===== src/rtl/mem_port_arbiter.sv =====
// Arbitrates one single-port memory bus between the instruction-fetch and data ports.
// Data wins collisions; a starvation counter forces fetch through after STARVE_LIMIT losses.
module mem_port_arbiter #(
  parameter int unsigned STARVE_LIMIT = 4
) (
  input  logic        Clk,
  input  logic        Reset_n,
  input  logic        i_req,
  input  logic [31:0] i_addr,
  output logic [31:0] i_rdata,
  output logic        i_valid,
  input  logic        d_req,
  input  logic        d_we,
  input  logic [31:0] d_addr,
  input  logic [31:0] d_wdata,
  input  logic [3:0]  d_be,
  output logic [31:0] d_rdata,
  output logic        d_valid,
  output logic        m_req,
  output logic        m_we,
  output logic [31:0] m_addr,
  output logic [31:0] m_wdata,
  output logic [3:0]  m_be,
  input  logic        m_gnt,
  input  logic        m_rvalid,
  input  logic [31:0] m_rdata,
  output logic        Stall,
  output logic        arb_err
);

  typedef enum logic [1:0] {IDLE, REQ, RSP} state_t;

  localparam logic [3:0] LIMIT = 4'(STARVE_LIMIT);

  state_t     state;
  state_t     state_nxt;
  logic       owner_d;
  logic [3:0] starve_cnt;
  logic       i_live;
  logic       d_live;
  logic       pick_i;
  logic       pick_d;

  // A port's request is stale in the cycle its completion pulse is out.
  assign i_live = i_req && !i_valid;
  assign d_live = d_req && !d_valid;
  assign pick_i = i_live && (!d_live || (starve_cnt == LIMIT));
  assign pick_d = d_live && !pick_i;

  assign Stall = (i_req && !i_valid) || (d_req && !d_valid);

  always_ff @(posedge Clk or negedge Reset_n) begin
    if (!Reset_n) state <= IDLE;
    else          state <= state_nxt;
  end

  always_comb begin
    state_nxt = state;
    case (state)
      IDLE:    if (pick_i || pick_d) state_nxt = REQ;
      REQ:     if (m_gnt)            state_nxt = RSP;
      RSP:     if (m_rvalid)         state_nxt = IDLE;
      default:                       state_nxt = IDLE;
    endcase
  end

  always_ff @(posedge Clk or negedge Reset_n) begin
    if (!Reset_n) begin
      m_req      <= 1'b0;
      m_we       <= 1'b0;
      m_addr     <= '0;
      m_wdata    <= '0;
      m_be       <= '0;
      owner_d    <= 1'b0;
      starve_cnt <= '0;
      i_valid    <= 1'b0;
      d_valid    <= 1'b0;
      i_rdata    <= '0;
      d_rdata    <= '0;
      arb_err    <= 1'b0;
    end else begin
      i_valid <= 1'b0;
      d_valid <= 1'b0;
      case (state)
        IDLE: begin
          if (pick_i) begin
            m_req      <= 1'b1;
            m_we       <= 1'b0;
            m_addr     <= i_addr;
            m_wdata    <= '0;
            m_be       <= 4'hF;
            owner_d    <= 1'b0;
            starve_cnt <= '0;
          end else if (pick_d) begin
            m_req   <= 1'b1;
            m_we    <= d_we;
            m_addr  <= d_addr;
            m_wdata <= d_wdata;
            m_be    <= d_be;
            owner_d <= 1'b1;
            if (i_live) starve_cnt <= starve_cnt + 4'd1;
          end
        end
        REQ: begin
          if (m_gnt) m_req <= 1'b0;
        end
        RSP: begin
          if (m_rvalid) begin
            if (owner_d) begin
              d_valid <= 1'b1;
              if (!m_we) d_rdata <= m_rdata;
            end else begin
              i_valid <= 1'b1;
              i_rdata <= m_rdata;
            end
          end
        end
        default: ;
      endcase
      // Responses outside RSP have no owner; flag and drop them.
      if (m_rvalid && (state != RSP)) arb_err <= 1'b1;
    end
  end

endmodule


===== config.mk =====
export PLATFORM = sky130hd
export DESIGN_NAME = mem_port_arbiter
export DESIGN_NICKNAME = d
export VERILOG_FILES = /design/src/rtl/mem_port_arbiter.sv
export SDC_FILE = /design/constraint.sdc
export NUM_CORES = 1
export LEC_CHECK = 0
export ABC_CLOCK_PERIOD_IN_PS = 1970
export CAP_MARGIN = 20
export CELL_PAD_IN_SITES_DETAIL_PLACEMENT = 1
export CELL_PAD_IN_SITES_GLOBAL_PLACEMENT = 1
export CORE_UTILIZATION = 32
export CTS_CLUSTER_DIAMETER = 200
export DETAILED_ROUTE_END_ITERATION = 7
export GPL_TIMING_DRIVEN = 0
export PLACE_DENSITY = 0.91
export SLEW_MARGIN = 30
export SYNTH_ARGS = -nofsm -noshare
export SYNTH_HDL_FRONTEND = slang
export SYNTH_SLANG_ARGS = --single-unit
export TNS_END_PERCENT = 5

===== constraint.sdc =====
create_clock -name Clk -period 1.97 [get_ports Clk]
set_clock_uncertainty 0.05 [all_clocks]
set_input_delay 0.394 -clock Clk [delete_from_list [all_inputs] [get_ports Clk]]
set_output_delay 0.394 -clock Clk [all_outputs]
set_load 0.05 [all_outputs]

==> qor.csv, run 1 <==
metric,value,unit
synth top area cells,"dfrtp_1, mux2_4, mux2_2",
wire length per cell,19.4,um
Psw,9.05,mW
Layout Utilization,51.8,%
leak pwr,4.41,nW
"FF+latch count, synth",144,
Worst path max stage delay,0.58,ns
CTS Buf Count,17,
P&R area growth vs syn,59.1,%
"Endpoint, Worst Hold",i_rdata[30],
Final Hold Vio Count,0,
FF-to-FF Start,starve_cnt[0],
GRT Residual Overflow,0,
yosys warns,0,
min-delay worst type,flop to flop,
Mapped Cells,417,
final estimated routing congestion in global placement,0.763,
worst-margin pin slew,0.582,ns
Clk pwr share,17.9,%
Root Buffer Master,clkbuf_16,
setup ws final,0.0458,ns
most frequent cell after synthesis,dfrtp_1,
Int Power,9.54,mW
relative slew slack,61.2,%
crit path DAT,1.48,ns
HP Start,i_rdata[30],
Hold WS,0.450,ns
FMAX,0.520,GHz
"worst slack, placed",-0.548,ns
Sw Ratio,48.7,%
Die Wd,140,um
Critical R2R Capture,m_wdata[7],
"Cell Area, Synth",6070,um^2
vias,4571,
register share of total power,27.6,%
initial DRC count,135,
Crit path depth,4,
Top Ports,277,
final setup vio count,0,
Cell Pwr Density,1920,nW/um^2
post-route minimum period,1.92,ns
net count of the mapped netlist,558,
Crit-path slowest cell,clkdlybuf4s50_1,
GRT Total Usage,19.9,%
Routed WL,18700,um
"delay-heaviest family, CP",buffers and inverters,
status,completed,
Pins Over Slew Limit,0,
CTS tree,yes,
"Period Utilization, post-route",97.7,%
element type at the critical path end,primary output,
H-tree depth,4,
largest net degree at the start of global routing,74,
Ant. Diodes,0,
hold path cells,1,
RSZ-0062 raised after global routing,true,
"EDFF count, synth",0,
layout cells sized above 1,22.2,%
CTS sink count,144,
Max Cap Viol,0,
Core Rows,50,
Synth top area share,59.4,%
R2R cell count,9,
DR vias/cell,4.74,
Fill cells,1949,
sequential element share of the synthesized area,59.4,%
setup TNS,0,ns
WP buf/inv,2,
R2R setup slack,0.08,ns
drt first pass iters,4,
Peak VDD IR,0.926,mV
leading register cell type out of synthesis,dfrtp_1,
Design Power,18.6,mW
Synth top cells by count,"dfrtp_1, mux2_2, nor2_1, a22o_1, mux2i_1",
CP Data Required Time,1.53,ns
vias in the first global route,5276,
"Critical Path, Cell by Cell","clkdlybuf4s50_1, nand2b_2, nand2_1, clkbuf_4",
Die Height,140,um
Post-DP HPWL,14000,um
CP Launch Type,primary input,
Synth area leader,dfrtp_1,
clock slew at reported path FFs,0.07,ns
Comb pwr share,54.5,%
Post-route DRC,0,
Synth cell types,38,
core area,18600,um^2
first-pass GRT wire length,29800,um
clk_lat worst skew,0.41,ns
WS Path Type,primary input to primary output,
Initial Util,32.6,%
Post-synth ARST share,100,%
fin nets,858,
Die ar.,19500,um^2
I/O Buffers,276,
Syn Area/Cell,14.6,um^2
Max clock buf depth,2,
Post-DRT Antenna Nets,0,
Max Fanout on Critical Path,5,
initial antenna violation count,0,
## sequential cells by signal (all words and copies together), names as in the netlist
name,flops
d_rdata,32
i_rdata,32
m_addr,32
m_wdata,32
m_be,4
starve_cnt,4
state,2
arb_err,1
d_valid,1
i_valid,1
m_req,1
m_we,1
owner_d,1
## timing repair
| item | in CTS | in global routing |
|---|---|---|
| pin swaps | 2 | 0 |
| hold buffers | 1 | 0 |
| setup buffers | 3 | 0 |
| setup endpoints to repair | 198 | 30 |
| resized for setup | 143 | 10 |
| endpoints found under the hold margin | 71 | 0 |
## cell type report
cell class | count | area, um^2 | area share (%)
Sequential cell | 144 | 3600 | 37.3
Clock inverter | 12 | 146 | 1.52
Timing Repair Buffer | 281 | 2670 | 27.6
Buffer | 27 | 273 | 2.82
Inverter | 4 | 15.0 | 0.155
Multi-Input combinational cell | 242 | 2200 | 22.7
Clock buffer | 20 | 467 | 4.83
Tap cell | 234 | 293 | 3.03
## worst reg2reg max path: stages, from the launching register on
cell and delay, ns:
dfrtp_1 0.42, inv_1 0.09, ha_1 0.21, nand3b_4 0.11, a31oi_4 0.19, buf_12 0.15
buf_4 0.14, nor2_8 0.06, buf_6 0.14, a22o_1 0.21
## cells by family after synthesis
logic type               count (synthesis)  synth area share, %
buffers and inverters                   31                 4.58
adder cells (fa/ha/maj)                  2                0.412
AND/OR/NAND/NOR                         59                 5.32
multiplexers                            96                 19.0
AO/OA/AOI/OAI                           85                 11.3
flip-flops                             144                 59.4
## cells in the final DEF (no fill, tap or decap), types with 7 or more instances in the layout
master and instances:
a21oi_2 21, nor2_1 34, mux2_2 34, dlygate4sd2_1 137, buf_4 8, buf_8 7, buf_6 10, clkbuf_16 17
dfrtp_1 144, a21oi_1 14, nand2_1 7, mux2i_1 30, clkdlybuf4s50_1 137, a22o_1 33, mux2_4 30
## per-stage QoR
step | area, um^2 | cells
after global placement | 9130 | 927
final | 9660 | 964
after global routing | 9660 | 964
after CTS | 9640 | 964
after floorplan | 6070 | 417
after detailed placement | 9160 | 928
## metal layers
layer	share of wire, %	vias up	global-route usage [%]
met2	52	185	36.0
met4	2.0	0	7.17
li1	-	2087	-
met5	0	-	0
met1	39	2272	21.9
met3	7.0	27	6.16
## how the worst max path moves through the flow
| stage | start | end |
|---|---|---|
| floorplan | i_valid | m_addr[10] |
| global placement | Reset_n | m_addr[15] |
| detailed placement | d_req | Stall |
| CTS | d_req | Stall |
| global route | d_req | Stall |
| finish | d_req | Stall |
## power by group through the flow
stage	sequential [mW]	combinational, mW	clock [mW]
3_5_place_dp	5.20	11.0	0
3_3_place_gp	5.10	10.8	0
4_1_cts	5.14	10.2	3.43
2_1_floorplan	9.64	2.67	0
5_1_grt	5.29	10.6	3.54
6_report	5.12	10.1	3.33
(Power assumes the default switching activity.)
==> run 2, diff against run 1 <==
--- a/config.mk
+++ b/config.mk
@@ -9,6 +9,7 @@
 export CAP_MARGIN = 20
 export CELL_PAD_IN_SITES_DETAIL_PLACEMENT = 1
 export CELL_PAD_IN_SITES_GLOBAL_PLACEMENT = 1
+export CORE_ASPECT_RATIO = 0.5
 export CORE_UTILIZATION = 32
 export CTS_CLUSTER_DIAMETER = 200
 export DETAILED_ROUTE_END_ITERATION = 7
==> run 2 against run 1 <==
Net effect:
- critical path depth grew 4
- via count up 4.2%
- critical path type is now flop to flop
- critical endpoint is now m_addr[17]
- hold slack lost 0.0059 ns
==> qor.csv, run 2 (synthesized netlist as in run 1, its figures left out) <==
metric,value,unit,change
vias,4762,,was 4571
FMAX,0.519,GHz,was 0.520 GHz
Fill cells,1921,,was 1949
CTS Buf Count,17,,unchanged
DR vias/cell,4.81,,was 4.74
I/O Buffers,276,,unchanged
Top Ports,277,,unchanged
clock slew at reported path FFs,0.06,ns,was 0.07 ns
Placed Instances,953,,was 928
final setup vio count,0,,unchanged
clk_lat worst skew,0.42,ns,was 0.41 ns
min-delay worst type,primary input to flop,,was flop to flop
met2 global-route usage,42.2,%,was 36.0%
post-route minimum period,1.93,ns,was 1.92 ns
met3 Use GR,3.76,%,was 6.16%
Max Cap Viol,0,,unchanged
crit path DAT,2.17,ns,was 1.48 ns
status,completed,,unchanged
Post-DP HPWL,15500,um,was 14000 um
Die Height,99.4,um,was 140 um
"commonest non-fill, non-tap cell in the layout",dfrtp_1,,unchanged
Root Buffer Master,clkbuf_16,,unchanged
Die ar.,19600,um^2,was 19500 um^2
"Period Utilization, post-route",97.8,%,was 97.7%
most frequent cells in the layout,"dfrtp_1, dlygate4sd2_1, clkdlybuf4s50_1, mux2_2, nor2_1",,"was dfrtp_1, clkdlybuf4s50_1, dlygate4sd2_1, mux2_2, nor2_1"
Max clock buf depth,2,,unchanged
wire length per cell,22.9,um,was 19.4 um
vias in the first global route,5374,,was 5276
CTS sink count,144,,unchanged
GRT Residual Overflow,0,,unchanged
Layout Utilization,52.9,%,was 51.8%
CP Launch Type,flop,,was primary input
worst-margin pin slew,0.617,ns,was 0.582 ns
first-pass GRT wire length,33300,um,was 29800 um
initial DRC count,174,,was 135
layout cells sized above 1,22.6,%,was 22.2%
initial antenna violation count,1,,was 0
P&R area growth vs syn,60.9,%,was 59.1%
Crit-path slowest cell,dfrtp_1,,was clkdlybuf4s50_1
core area,18500,um^2,was 18600 um^2
Die Wd,197,um,was 140 um
H-tree depth,4,,unchanged
element type at the critical path end,flop,,was primary output
Core Rows,35,,was 50
GRT busiest layer,met2,,unchanged
"Critical Path, Cell by Cell","inv_1, ha_2, nand3b_4, a31oi_4, buf_12, buf_8, mux2i_1, a21oi_2",,"was clkdlybuf4s50_1, nand2b_2, nand2_1, clkbuf_4"
leak pwr,4.44,nW,was 4.41 nW
Post-route DRC,0,,unchanged
largest net degree at the start of global routing,90,,was 74
GRT Total Usage,22.9,%,was 19.9%
Design Power,19.3,mW,was 18.6 mW
WS Path Type,flop to flop,,was primary input to primary output
Initial Util,32.8,%,was 32.6%
Max Fanout on Critical Path,10,,was 5
Peak VDD IR,0.880,mV,was 0.926 mV
area of the multi-input gates,2210,um^2,was 2200 um^2
met1 usage,25.6,%,was 21.9%
CTS tree,yes,,unchanged
fin nets,858,,unchanged
setup ws final,0.0438,ns,was 0.0458 ns
Routed WL,22600,um,was 18700 um
CP Data Required Time,2.22,ns,was 1.53 ns
relative slew slack,58.6,%,was 61.2%
Hold WS,0.444,ns,was 0.450 ns
final cell count without fillers,990,,was 964
Worst path max stage delay,0.42,ns,was 0.58 ns
Pins Over Slew Limit,0,,unchanged
register area,3600,um^2,about the same
Cell Pwr Density,1970,nW/um^2,was 1920 nW/um^2
Final Hold Vio Count,0,,unchanged
drt first pass iters,4,,unchanged
Post-DRT Antenna Nets,0,,unchanged
RSZ-0062 raised after global routing,true,,unchanged
"worst slack, placed",-0.572,ns,was -0.548 ns
final estimated routing congestion in global placement,0.764,,was 0.763
run 2: cell count changes in the layout (fill, tap and decap cells not counted), moves of 2 or more:
| cell | previous run | this run |
|---|---|---|
| clkinvlp_4 | 0 | 2 |
| clkbuf_8 | 3 | 1 |
| mux2i_1 | 30 | 28 |
| inv_6 | 3 | 1 |
| clkinv_4 | 5 | 3 |
| bufinv_16 | 2 | 5 |
run 2: area by class of cell:
type | instances | share of cell area [%]
multi-input cells | 242 | 22.7
plain buffers | 27 | 2.78
inverters | 4 | 0.154
diodes | 1 | 0.0256
repair buffers | 281 | 27.5
flip-flops and latches | 144 | 36.9
clock buffers | 19 | 4.53
clock inverters | 13 | 2.15
well taps | 259 | 3.32
run 2: power by group:
| group | internal (mW) | total [mW] | switching (mW) |
|---|---|---|---|
| Sequential | 4.34 | 5.22 | 0.879 |
| Combinational | 3.22 | 10.4 | 7.20 |
| Clock | 2.29 | 3.64 | 1.35 |
| Total | 9.85 | 19.3 | 9.43 |
run 2: critical path, delay by kind of cell (launching register included):
family                     cells  cell delay, ns
and+or+nand+nor                1            0.10
DFF                            1            0.42
buffers and inverters          3            0.43
AOI/OAI and AO/OA              2            0.29
adders and majority gates      1            0.21
muxes                          1            0.29
run 2: stage by stage:
step	TNS, ns	instance area (um^2)
2_1_floorplan	0	6070
3_3_place_gp	-778.63	9160
3_5_place_dp	-29.16	9190
4_1_cts	-0.143	9730
5_1_grt	-0.0297	9770
6_report	0	9770
run 2: routing by layer:
| layer | wire length, um | vias up | part of all wire [%] |
|---|---|---|---|
| met5 | 0 | - | 0 |
| met4 | 861 | 0 | 3.8 |
| met3 | 734 | 55 | 3.2 |
| met2 | 12300 | 133 | 54 |
| li1 | - | 2084 | - |
| met1 | 8780 | 2490 | 39 |
run 2: worst paths after layout:
path | cells past startpoint | slack (ns) | to | start
min | 3 | 0.44 | starve_cnt[3] | d_req
max in group asynchronous | 3 | 0.60 | state[1] | Reset_n
min reg2reg | 1 | 0.45 | arb_err | arb_err
max reg2reg | 8 | 0.04 | m_addr[17] | starve_cnt[1]
max | 8 | 0.04 | m_addr[17] | starve_cnt[1]
min in group asynchronous | 2 | 0.45 | i_rdata[12] | Reset_n
run 2: repair_timing:
item	4_1_cts	5_1_grt
hold buffers	1	0
endpoints found under the hold margin	55	0
endpoints found under the setup margin	180	30
resized for setup	143	15
pin swaps	1	1
setup buffers	3	0
